File: src/rtl/psum_acc_ctrl.sv
// ============================================================================
// Module   : psum_acc_ctrl
// Purpose  : Partial-sum accumulate/drain controller for a dual-port 128b x16
//            SRAM. Optional lane ReLU on drain output: PSUM_ACC_RELU_EN.
// Revision : 1.0 - initial release
// ============================================================================
`default_nettype none

module psum_acc_ctrl #(
    parameter int LANES     = 8,
    parameter int NUM_WORDS = 16,
    localparam int DW = LANES * 16,
    localparam int AW = $clog2(NUM_WORDS),
    localparam int LW = $clog2(NUM_WORDS + 1)
) (
    input  logic          CLK,
    input  logic          reset_n,
    // accumulate request channel
    input  logic          acc_valid,
    output logic          acc_ready,
    input  logic          acc_first,
    input  logic [AW-1:0] acc_addr,
    input  logic [DW-1:0] acc_data,
    // drain control and output channel
    input  logic          drain_start,
    input  logic [LW-1:0] drain_len,
    output logic          out_valid,
    input  logic          out_ready,
    output logic [DW-1:0] out_data,
    // status
    output logic          busy,
    output logic          done,
    // SRAM side
    output logic          sram_wen,
    output logic          sram_ren,
    output logic [AW-1:0] sram_w_A,
    output logic [AW-1:0] sram_r_A,
    output logic [DW-1:0] sram_D,
    input  logic [DW-1:0] sram_Q
);

    localparam logic [1:0] S_IDLE  = 2'd0;
    localparam logic [1:0] S_ACC   = 2'd1;
    localparam logic [1:0] S_DRAIN = 2'd2;

    logic [1:0]    state_q, state_d;
    logic          rdy_q, rdy_d;
    logic          wb_valid_q, wb_valid_d;
    logic          wb_first_q, wb_first_d;
    logic [AW-1:0] wb_addr_q, wb_addr_d;
    logic [DW-1:0] wb_data_q, wb_data_d;
    logic [LW-1:0] ptr_q, ptr_d;
    logic [LW-1:0] len_q, len_d;
    logic          out_valid_q, out_valid_d;
    logic          done_q, done_d;

    logic          w_drain_prio;
    logic          w_acc_accept;
    logic          w_words_left;
    logic          w_out_free;
    logic          w_rd_issue;
    logic          w_drain_fin;
    logic [LW-1:0] w_len_clamped;
    logic [DW-1:0] w_sum;
    logic [DW-1:0] w_post;

    // A drain request wins over a new beat only from IDLE with nothing in flight.
    assign w_drain_prio  = (state_q == S_IDLE) && !wb_valid_q && drain_start;
    assign acc_ready     = rdy_q && (state_q != S_DRAIN) && !w_drain_prio;
    assign w_acc_accept  = acc_valid && acc_ready;

    assign w_words_left  = (ptr_q < len_q);
    assign w_out_free    = !out_valid_q || out_ready;
    assign w_rd_issue    = (state_q == S_DRAIN) && !done_q && w_words_left && w_out_free;
    assign w_drain_fin   = (state_q == S_DRAIN) && !done_q && !w_words_left && w_out_free;
    assign w_len_clamped = (drain_len > LW'(NUM_WORDS)) ? LW'(NUM_WORDS) : drain_len;

    always_comb begin
        state_d = state_q;
        ptr_d   = ptr_q;
        len_d   = len_q;
        case (state_q)
            S_IDLE: begin
                if (w_acc_accept) begin
                    state_d = S_ACC;
                end else if (w_drain_prio) begin
                    state_d = S_DRAIN;
                    ptr_d   = '0;
                    len_d   = w_len_clamped;
                end
            end
            S_ACC: begin
                // Any outstanding writeback retires on this same edge.
                if (!w_acc_accept) begin
                    state_d = S_IDLE;
                end
            end
            S_DRAIN: begin
                if (w_rd_issue) begin
                    ptr_d = ptr_q + LW'(1);
                end
                if (done_q) begin
                    state_d = S_IDLE;
                end
            end
            default: state_d = S_IDLE;
        endcase
    end

    always_comb begin
        rdy_d       = 1'b1;
        wb_valid_d  = w_acc_accept;
        wb_first_d  = w_acc_accept ? acc_first : wb_first_q;
        wb_addr_d   = w_acc_accept ? acc_addr  : wb_addr_q;
        wb_data_d   = w_acc_accept ? acc_data  : wb_data_q;
        out_valid_d = out_valid_q;
        if (w_rd_issue) begin
            out_valid_d = 1'b1;
        end else if (out_ready) begin
            out_valid_d = 1'b0;
        end
        done_d      = w_drain_fin;
    end

    always_ff @(posedge CLK or negedge reset_n) begin
        if (!reset_n) begin
            state_q     <= S_IDLE;
            rdy_q       <= 1'b0;
            wb_valid_q  <= 1'b0;
            wb_first_q  <= 1'b0;
            wb_addr_q   <= '0;
            wb_data_q   <= '0;
            ptr_q       <= '0;
            len_q       <= '0;
            out_valid_q <= 1'b0;
            done_q      <= 1'b0;
        end else begin
            state_q     <= state_d;
            rdy_q       <= rdy_d;
            wb_valid_q  <= wb_valid_d;
            wb_first_q  <= wb_first_d;
            wb_addr_q   <= wb_addr_d;
            wb_data_q   <= wb_data_d;
            ptr_q       <= ptr_d;
            len_q       <= len_d;
            out_valid_q <= out_valid_d;
            done_q      <= done_d;
        end
    end

    generate
        for (genvar gi = 0; gi < LANES; gi++) begin : g_lane
            logic [15:0] w_base;
            assign w_base                = wb_first_q ? 16'd0 : sram_Q[16*gi +: 16];
            assign w_sum[16*gi +: 16]    = w_base + wb_data_q[16*gi +: 16];
`ifdef PSUM_ACC_RELU_EN
            assign w_post[16*gi +: 16]   = sram_Q[16*gi+15] ? 16'd0 : sram_Q[16*gi +: 16];
`else
            assign w_post[16*gi +: 16]   = sram_Q[16*gi +: 16];
`endif
        end
    endgenerate

    assign sram_ren  = w_acc_accept || w_rd_issue;
    assign sram_r_A  = w_acc_accept ? acc_addr :
                       (w_rd_issue ? ptr_q[AW-1:0] : '0);
    assign sram_wen  = wb_valid_q;
    assign sram_w_A  = wb_valid_q ? wb_addr_q : '0;
    assign sram_D    = wb_valid_q ? w_sum : '0;

    assign out_valid = out_valid_q;
    assign out_data  = out_valid_q ? w_post : '0;
    assign done      = done_q;
    assign busy      = (state_q != S_IDLE) || wb_valid_q;

endmodule

`default_nettype wire

File: config.mk
export PLATFORM = sky130hd
export DESIGN_NAME = psum_acc_ctrl
export DESIGN_NICKNAME = d
export VERILOG_FILES = /design/src/rtl/psum_acc_ctrl.sv
export SDC_FILE = /design/constraint.sdc
export NUM_CORES = 1
export LEC_CHECK = 0
export CAP_MARGIN = 5
export CORE_AREA = 2 2 208 210
export DETAILED_ROUTE_END_ITERATION = 6
export DIE_AREA = 0 0 210 212
export MAX_ROUTING_LAYER = met4
export SYNTH_ARGS = -nofsm -noshare
export SYNTH_HDL_FRONTEND = slang
export SYNTH_SLANG_ARGS = --single-unit
File: constraint.sdc
create_clock -name CLK -period 4.1 [get_ports CLK]
set_clock_uncertainty 0.15 [all_clocks]
set_input_delay 0.82 -clock CLK [delete_from_list [all_inputs] [get_ports CLK]]
set_output_delay 0.82 -clock CLK [all_outputs]
set_load 0.005 [all_outputs]
==> impl_metrics.csv, run 1 <==
group,metric,value,unit
clocking,cts-buffers-inserted,17,
power,power.density,711,nW/um^2
flow_run,max-cap-violations,0,
global_route,gr-total-overflow,0,
drt,post_drt_via_cell_ratio,5.18,
status,failing_checks,"negative setup slack",
critical_path,crit_path_cell_trace,"buf_12 > buf_8 > buf_6 > nor2b_4 > ha_4 > buf_6 > o211ai_1 > o21ai_2 > buf_4 > o211ai_1 > buf_4 > a32oi_1 > buf_4 > mux2i_2 > buf_2",
die,floorplan.io_pins,541,
sta,worst_slew_pin_slew,0.920,ns
critical_path,critPathSlowestCell,"sky130_fd_sc_hd__dfrtp_4",
power,vdd_drop_max,0.000331,V
placement,dp_hpwl,44900,microns
synthesis,synth_area_leaders,"sky130_fd_sc_hd__dfrtp_1 (26%), sky130_fd_sc_hd__ha_1 (11%), sky130_fd_sc_hd__and2_1 (6.4%)",
synthesis,ys_dominant_reg_cell,"sky130_fd_sc_hd__dfrtp_1",
critical_path,reg2regPathDepth,6,
drt,first_pass_iters,5,
placement,detailed_place.area,22400,sq um
global_route,global_route_wire_length_before_repair,89300,microns
sta,final_hold_violation_count,0,
die,row_count,76,
critical_path,r2r-start,"sram_wen$_DFF_PN0_",
global_route,first_global_vias,16000,
critical_path,worst-setup-path-type,"register to output port",
synthesis,synth.yosys.seq_area_share,26.1,%
critical_path,cp-end-kind,"output port",
synthesis,synth.ff_latch_count,149,
critical_path,startpoint,"wb_first_q$_DFFE_PN0P_",
global_route,grt_start_max_net_pins,140,
power,p_total,18.6,mW
sta,timing.fmax,230,MHz
sta,slew_violations,0,
critical_path,cp.depth,15,
sta,final_critical_delay_including_setup_and_external_delays,4.34,ns
clocking,clock_latency,0.49,ns
drt,routed-via-count,16100,
drt,route.final.wire_length,61400,microns
cells_and_area,layout_cells_sized_above_1,37.2,%
drt,drt.antenna.violating_nets,0,
critical_path,critical_path.n_buffers_inverters,8,
sta,fin_crit_sh,106,%
clocking,clk_pin_slew,0.07,ns
critical_path,worst-path-max-fanout,4,
cells_and_area,synthToLayoutAreaGrowth,83.3,%
synthesis,count_of_flip_flops_with_a_built_in_enable_after_synthesis,0,
clocking,tritoncts_clock_tree,"built",
synthesis,synthesis.nets,2058,
critical_path,crit_arrival,3.37,ns
critical_path,startpoint_class_of_the_critical_path,"register",
placement,io_buffers,540,
critical_path,reg2reg_slack,1.25,ns
synthesis,synth_warnings,0,
placement,last_weighted_congestion_value_of_the_routability_driven_placer,0.949,
sta,setup_tns,-3.40,ns
cells_and_area,final_net_count,2949,
critical_path,worst_path_most_repeated_cell,"sky130_fd_sc_hd__buf_4",
die,dieWidth,210,microns
synthesis,post_syn_area_per_cell,8.64,sq um
cells_and_area,post-route-cell-area,26200,sq um
clocking,cts.root.buffer_cell,"sky130_fd_sc_hd__clkbuf_16",
critical_path,timing.critical_path.required,3.13,ns
critical_path,cpLargestDelayFamily,"buffers and inverters",
min_path,worstHoldPathType,"input port to asynchronous set/reset pin",
drt,dr.first_iter.drc_count,616,
synthesis,netlist-cell-type-count,66,
synthesis,synth_area_leader_cell,"sky130_fd_sc_hd__dfrtp_1",
drt,route.detailed.drc,0,
critical_path,crit_path_max_incr_delay,0.53,ns
power,leakagePower,11.6,nW
sta,rsz0062_at_grt,"true",
synthesis,syn_inst,1654,
critical_path,cp-endpoint,"sram_D[15]",
drt,wl_per_cell,19.7,microns
critical_path,r2r_end,"wb_data_q[67]$_DFFE_PN0P_",
die,core_area,42500,sq um
sta,max_slew_margin,38.6,%
synthesis,postSynth.asyncResetShare,100,%
clocking,ctsHtreeMaxLevel,4,
die,die_area,44500,sq um
clocking,max-clock-path-buffers,2,
sta,setup-violations-final,40,
global_route,grt.total_usage,26.8,%
sta,fin_ws,-0.244,ns
status,outcome,"finished, violations left",
synthesis,synth_top_cell_area_share,26.1,%
synthesis,synthesis.area,14300,sq um
global_route,grt_antenna_before_repair,7,
die,floorplan.die.height,212,microns
die,start_util,33.6,%
clocking,tritoncts_num_sinks,149,
synthesized netlist by cell type (all sizes together) (24+ instances only):
master	count
dfrtp	149
and2	147
nor2b	136
mux2	126
ha	125
a21oi	105
nand2	93
nor2	87
o21ai	74
a21o	58
nand2b	56
clkbuf	52
inv	48
nor3	47
o21a	47
mux2i	39
buf	24
nand3	24
sequential cells by signal, summed over array words and instances (netlist names):
| register | flops |
|---|---|
| wb_data_q | 128 |
| len_q | 5 |
| ptr_q | 5 |
| wb_addr_q | 4 |
| state_q | 2 |
| done | 1 |
| out_valid | 1 |
| rdy_q | 1 |
| sram_wen | 1 |
| wb_first_q | 1 |
timing repair:
item / CTS / global route
setup buffers: 41 / 75
hold buffers: 0 / 0
gates cloned: 1 / 4
hold endpoints to repair: 0 / 0
gates resized for setup: 432 / 446
pin swaps: 60 / 198
endpoints found under the setup margin: 96 / 92
power breakdown:
group | switching [mW] | internal, mW | leakage [nW]
logic | 6.36 | 7.87 | 9.57
registers | 0.654 | 2.18 | 1.81
clock network | 0.775 | 0.785 | 0.267
total | 7.79 | 10.8 | 11.6
layout by cell type, fill, tap and decap left out, drive strengths merged, types with 24 or more instances in the layout:
| cell | synthesis | final |
|---|---|---|
| a21o | 58 | 58 |
| a21oi | 105 | 105 |
| and2 | 147 | 147 |
| buf | 24 | 473 |
| clkbuf | 52 | 32 |
| clkdlybuf4s50 | 0 | 429 |
| dfrtp | 149 | 149 |
| ha | 125 | 125 |
| inv | 48 | 54 |
| mux2 | 126 | 126 |
| mux2i | 39 | 39 |
| nand2 | 93 | 93 |
| nand2b | 56 | 56 |
| nand3 | 24 | 24 |
| nor2 | 87 | 87 |
| nor2b | 136 | 136 |
| nor3 | 47 | 47 |
| o21a | 47 | 47 |
| o21ai | 74 | 74 |
layout make-up:
cell class	instances	area, sq um
Multi-Input combinational cell	1381	12300
Timing Repair Buffer	948	8700
Clock inverter	15	120
Antenna cell	8	20.0
Sequential cell	149	3740
Clock buffer	17	425
Fill cell	3561	16300
Inverter	48	181
Tap cell	546	683
cell families after synthesis:
family                     synth area share (%)
and+or+nand+nor                            24.9
buffers and inverters                      3.47
xor gates and xnor gates                   1.84
DFF                                        26.1
other                                    0.0263
AOI/OAI and AO/OA                          19.0
adders and majority gates                  12.1
muxes                                      12.7
per-layer routing:
metal | wire [microns] | global-route usage (%) | vias to the layer above
li1 | - | - | 7721
met1 | 24400 | 29.7 | 7790
met2 | 31600 | 47.1 | 530
met3 | 3990 | 7.21 | 74
met4 | 1420 | 8.68 | 0
met5 | 0 | - | -
through the flow:
stage / utilization, % / worst slack (ns) / hold slack (ns) / std cells
2_1_floorplan: - / 0.401 / 0.300 / 1654
3_3_place_gp: 52.8 / -0.604 / 0.317 / 2962
3_5_place_dp: 52.8 / -0.625 / 0.324 / 2962
4_1_cts: 56.6 / -0.464 / 0.208 / 3035
5_1_grt: 61.6 / -0.355 / 0.242 / 3111
6_report: 61.6 / -0.244 / 0.201 / 3112
worst min path at each step:
| stage | startpoint | endpoint | slack [ns] | cells after the start |
|---|---|---|---|---|
| after global placement | len_q[3]$_DFFE_PN0P_ | len_q[3]$_DFFE_PN0P_ | 0.32 | 2 |
| after global routing | reset_n | wb_data_q[87]$_DFFE_PN0P_ | 0.24 | 1 |
| final | reset_n | wb_data_q[87]$_DFFE_PN0P_ | 0.20 | 1 |
| after detailed placement | len_q[1]$_DFFE_PN0P_ | len_q[1]$_DFFE_PN0P_ | 0.32 | 2 |
| after CTS | reset_n | wb_data_q[87]$_DFFE_PN0P_ | 0.21 | 1 |
| after floorplan | len_q[1]$_DFFE_PN0P_ | len_q[1]$_DFFE_PN0P_ | 0.30 | 2 |
(Power assumes the default switching activity.)
==> inputs of run 2 (changes only) <==
ABC_AREA = 0   (was unset)
CORE_AREA = 2 2 210 212   (was 2 2 208 210)
DIE_AREA = 0 0 212 214   (was 0 0 210 212)
==> impl_metrics.csv, run 2 (synthesis results as in run 1) <==
group,metric,value,unit
power,leakagePower,11.4,nW
critical_path,startpoint_class_of_the_critical_path,"register",
status,outcome,"finished, violations left",
drt,route.detailed.drc,0,
drt,route.final.wire_length,61000,microns
die,die_area,45400,sq um
die,dieWidth,212,microns
global_route,grt.total_usage,26.8,%
clocking,clock_latency,0.50,ns
cells_and_area,layout_cells_sized_above_1,35.4,%
critical_path,worst-path-max-fanout,7,
sta,rsz0062_at_grt,"true",
global_route,first_global_vias,16600,
clocking,tritoncts_clock_tree,"built",
sta,fin_ws,-0.130,ns
die,core_area,42900,sq um
critical_path,timing.critical_path.required,3.13,ns
sta,slew_violations,0,
cells_and_area,largest_register_ff_count,128,
sta,final_hold_violation_count,0,
power,vdd_drop_max,0.000332,V
status,failing_checks,"negative setup slack",
critical_path,cp-end-kind,"output port",
sta,final_critical_delay_including_setup_and_external_delays,4.23,ns
clocking,clk_pin_slew,0.07,ns
global_route,gr-total-overflow,0,
cells_and_area,final_net_count,2939,
cells_and_area,largest-register,"wb_data_q",
clocking,cts_hold_buffers,0,
die,row_count,76,
drt,drt.antenna.violating_nets,0,
drt,post_drt_via_cell_ratio,5.07,
drt,dr.first_iter.drc_count,603,
power,p_total,18.3,mW
die,floorplan.io_pins,541,
flow_run,max-cap-violations,0,
sta,fin_crit_sh,103,%
drt,first_pass_iters,5,
global_route,grt_antenna_before_repair,11,
sta,timing.fmax,236,MHz
power,power.density,710,nW/um^2
global_route,grt_start_max_net_pins,141,
placement,last_weighted_congestion_value_of_the_routability_driven_placer,0.932,
die,floorplan.die.height,214,microns
placement,io_buffers,540,
placement,dp_hpwl,44600,microns
cells_and_area,n_fill_cell,3722,
cells_and_area,post_route_utilization,60.0,%
sta,setup-violations-final,20,
drt,routed-via-count,16000,
cells_and_area,regArea,3740,sq um
clocking,cts-buffers-inserted,17,
drt,wl_per_cell,19.4,microns
die,start_util,33.3,%
cells_and_area,layout_common_cells,"sky130_fd_sc_hd__clkdlybuf4s50_1 (424), sky130_fd_sc_hd__buf_4 (342), sky130_fd_sc_hd__and2_1 (146), sky130_fd_sc_hd__dfrtp_1 (146), sky130_fd_sc_hd__nand2_1 (93)",
sta,max_slew_margin,37.8,%
placement,place_ws,-0.697,ns
critical_path,crit_arrival,3.26,ns
cells_and_area,multiInputGateArea,12000,sq um
clocking,ctsHtreeMaxLevel,4,
cells_and_area,synthToLayoutAreaGrowth,80.2,%
clocking,max-clock-path-buffers,2,
clocking,cts.root.buffer_cell,"sky130_fd_sc_hd__clkbuf_16",
clocking,tritoncts_num_sinks,149,
critical_path,worst-setup-path-type,"register to output port",
sta,worst_slew_pin_slew,0.933,ns
global_route,global_route_wire_length_before_repair,91400,microns
cells_and_area,final_common_cell,"sky130_fd_sc_hd__clkdlybuf4s50_1",
min_path,worstHoldPathType,"input port to asynchronous set/reset pin",
cells_and_area,top_regs,"wb_data_q (128), len_q (5), ptr_q (5)",
run 2: cell types whose count changed in the layout (fill, tap and decap cells not counted), moves of 6 or more:
cell,change
sky130_fd_sc_hd__a21oi_1,+6
sky130_fd_sc_hd__nor3_1,-7
sky130_fd_sc_hd__ha_4,-15
sky130_fd_sc_hd__buf_4,+10
sky130_fd_sc_hd__ha_1,+14
sky130_fd_sc_hd__buf_6,-25
sky130_fd_sc_hd__nor2b_1,+16
sky130_fd_sc_hd__nor2b_4,-15
sky130_fd_sc_hd__dlygate4sd2_1,+14
sky130_fd_sc_hd__dlymetal6s2s_1,-7
run 2: stage by stage:
step,cells,setup TNS [ns],hold WS (ns),instance area (sq um)
2_1_floorplan,1654,0,0.300,14300
3_3_place_gp,2988,-30.14,0.315,22300
3_5_place_dp,2988,-32.26,0.322,22300
4_1_cts,3096,-2.34,0.159,24600
5_1_grt,3144,-5.24,0.186,25700
6_report,3144,-0.857,0.171,25700
run 2: area by class of cell:
type | count | area share, %
Sequential cell | 149 | 14.5
Timing Repair Buffer | 938 | 32.7
Clock buffer | 18 | 1.71
Multi-Input combinational cell | 1381 | 46.6
Clock inverter | 14 | 0.783
Inverter | 48 | 0.705
Antenna cell | 11 | 0.107
Tap cell | 585 | 2.84
run 2: power by group:
group	internal [mW]	switching [mW]	total, mW
sequential	2.19	0.629	2.81
combinational	7.44	6.22	13.7
clock	1.04	0.754	1.79
total	10.7	7.60	18.3
run 2: repair_timing:
item	in CTS	in global routing
endpoints found under the setup margin	97	87
gates resized for setup	558	239
pin swaps	133	159
gates cloned	3	0
setup buffers	79	46
run 2: final timing paths:
kind	endpoint	startpoint	cells after the start	slack, ns
min	wb_data_q[81]$_DFFE_PN0P_	reset_n	1	0.17
min in group CLK	len_q[1]$_DFFE_PN0P_	len_q[1]$_DFFE_PN0P_	2	0.33
max in group asynchronous	wb_data_q[47]$_DFFE_PN0P_	reset_n	2	2.79
max	sram_D[106]	wb_first_q$_DFFE_PN0P_	13	-0.13
max reg2reg	wb_data_q[64]$_DFFE_PN0P_	sram_wen$_DFF_PN0_	6	1.22
min reg2reg	len_q[1]$_DFFE_PN0P_	len_q[1]$_DFFE_PN0P_	2	0.33
run 2: critical path, stage by stage, from the launching register on:
cell	delay [ns]
sky130_fd_sc_hd__dfrtp_4	0.58
sky130_fd_sc_hd__buf_12	0.20
sky130_fd_sc_hd__buf_6	0.13
sky130_fd_sc_hd__nor2b_4	0.12
sky130_fd_sc_hd__ha_4	0.15
sky130_fd_sc_hd__inv_2	0.03
sky130_fd_sc_hd__fa_2	0.34
sky130_fd_sc_hd__and2b_2	0.26
sky130_fd_sc_hd__o31ai_4	0.09
sky130_fd_sc_hd__a211oi_2	0.23
sky130_fd_sc_hd__buf_4	0.15
sky130_fd_sc_hd__mux2i_1	0.06
sky130_fd_sc_hd__a311o_1	0.26
sky130_fd_sc_hd__buf_2	0.15
run 2: layer usage:
metal	GRT usage [%]	share of wire (%)	vias up
met4	8.10	2.4	0
li1	-	-	7696
met2	46.7	51	474
met3	7.98	6.8	76
met1	29.2	40	7706
met5	-	0	-
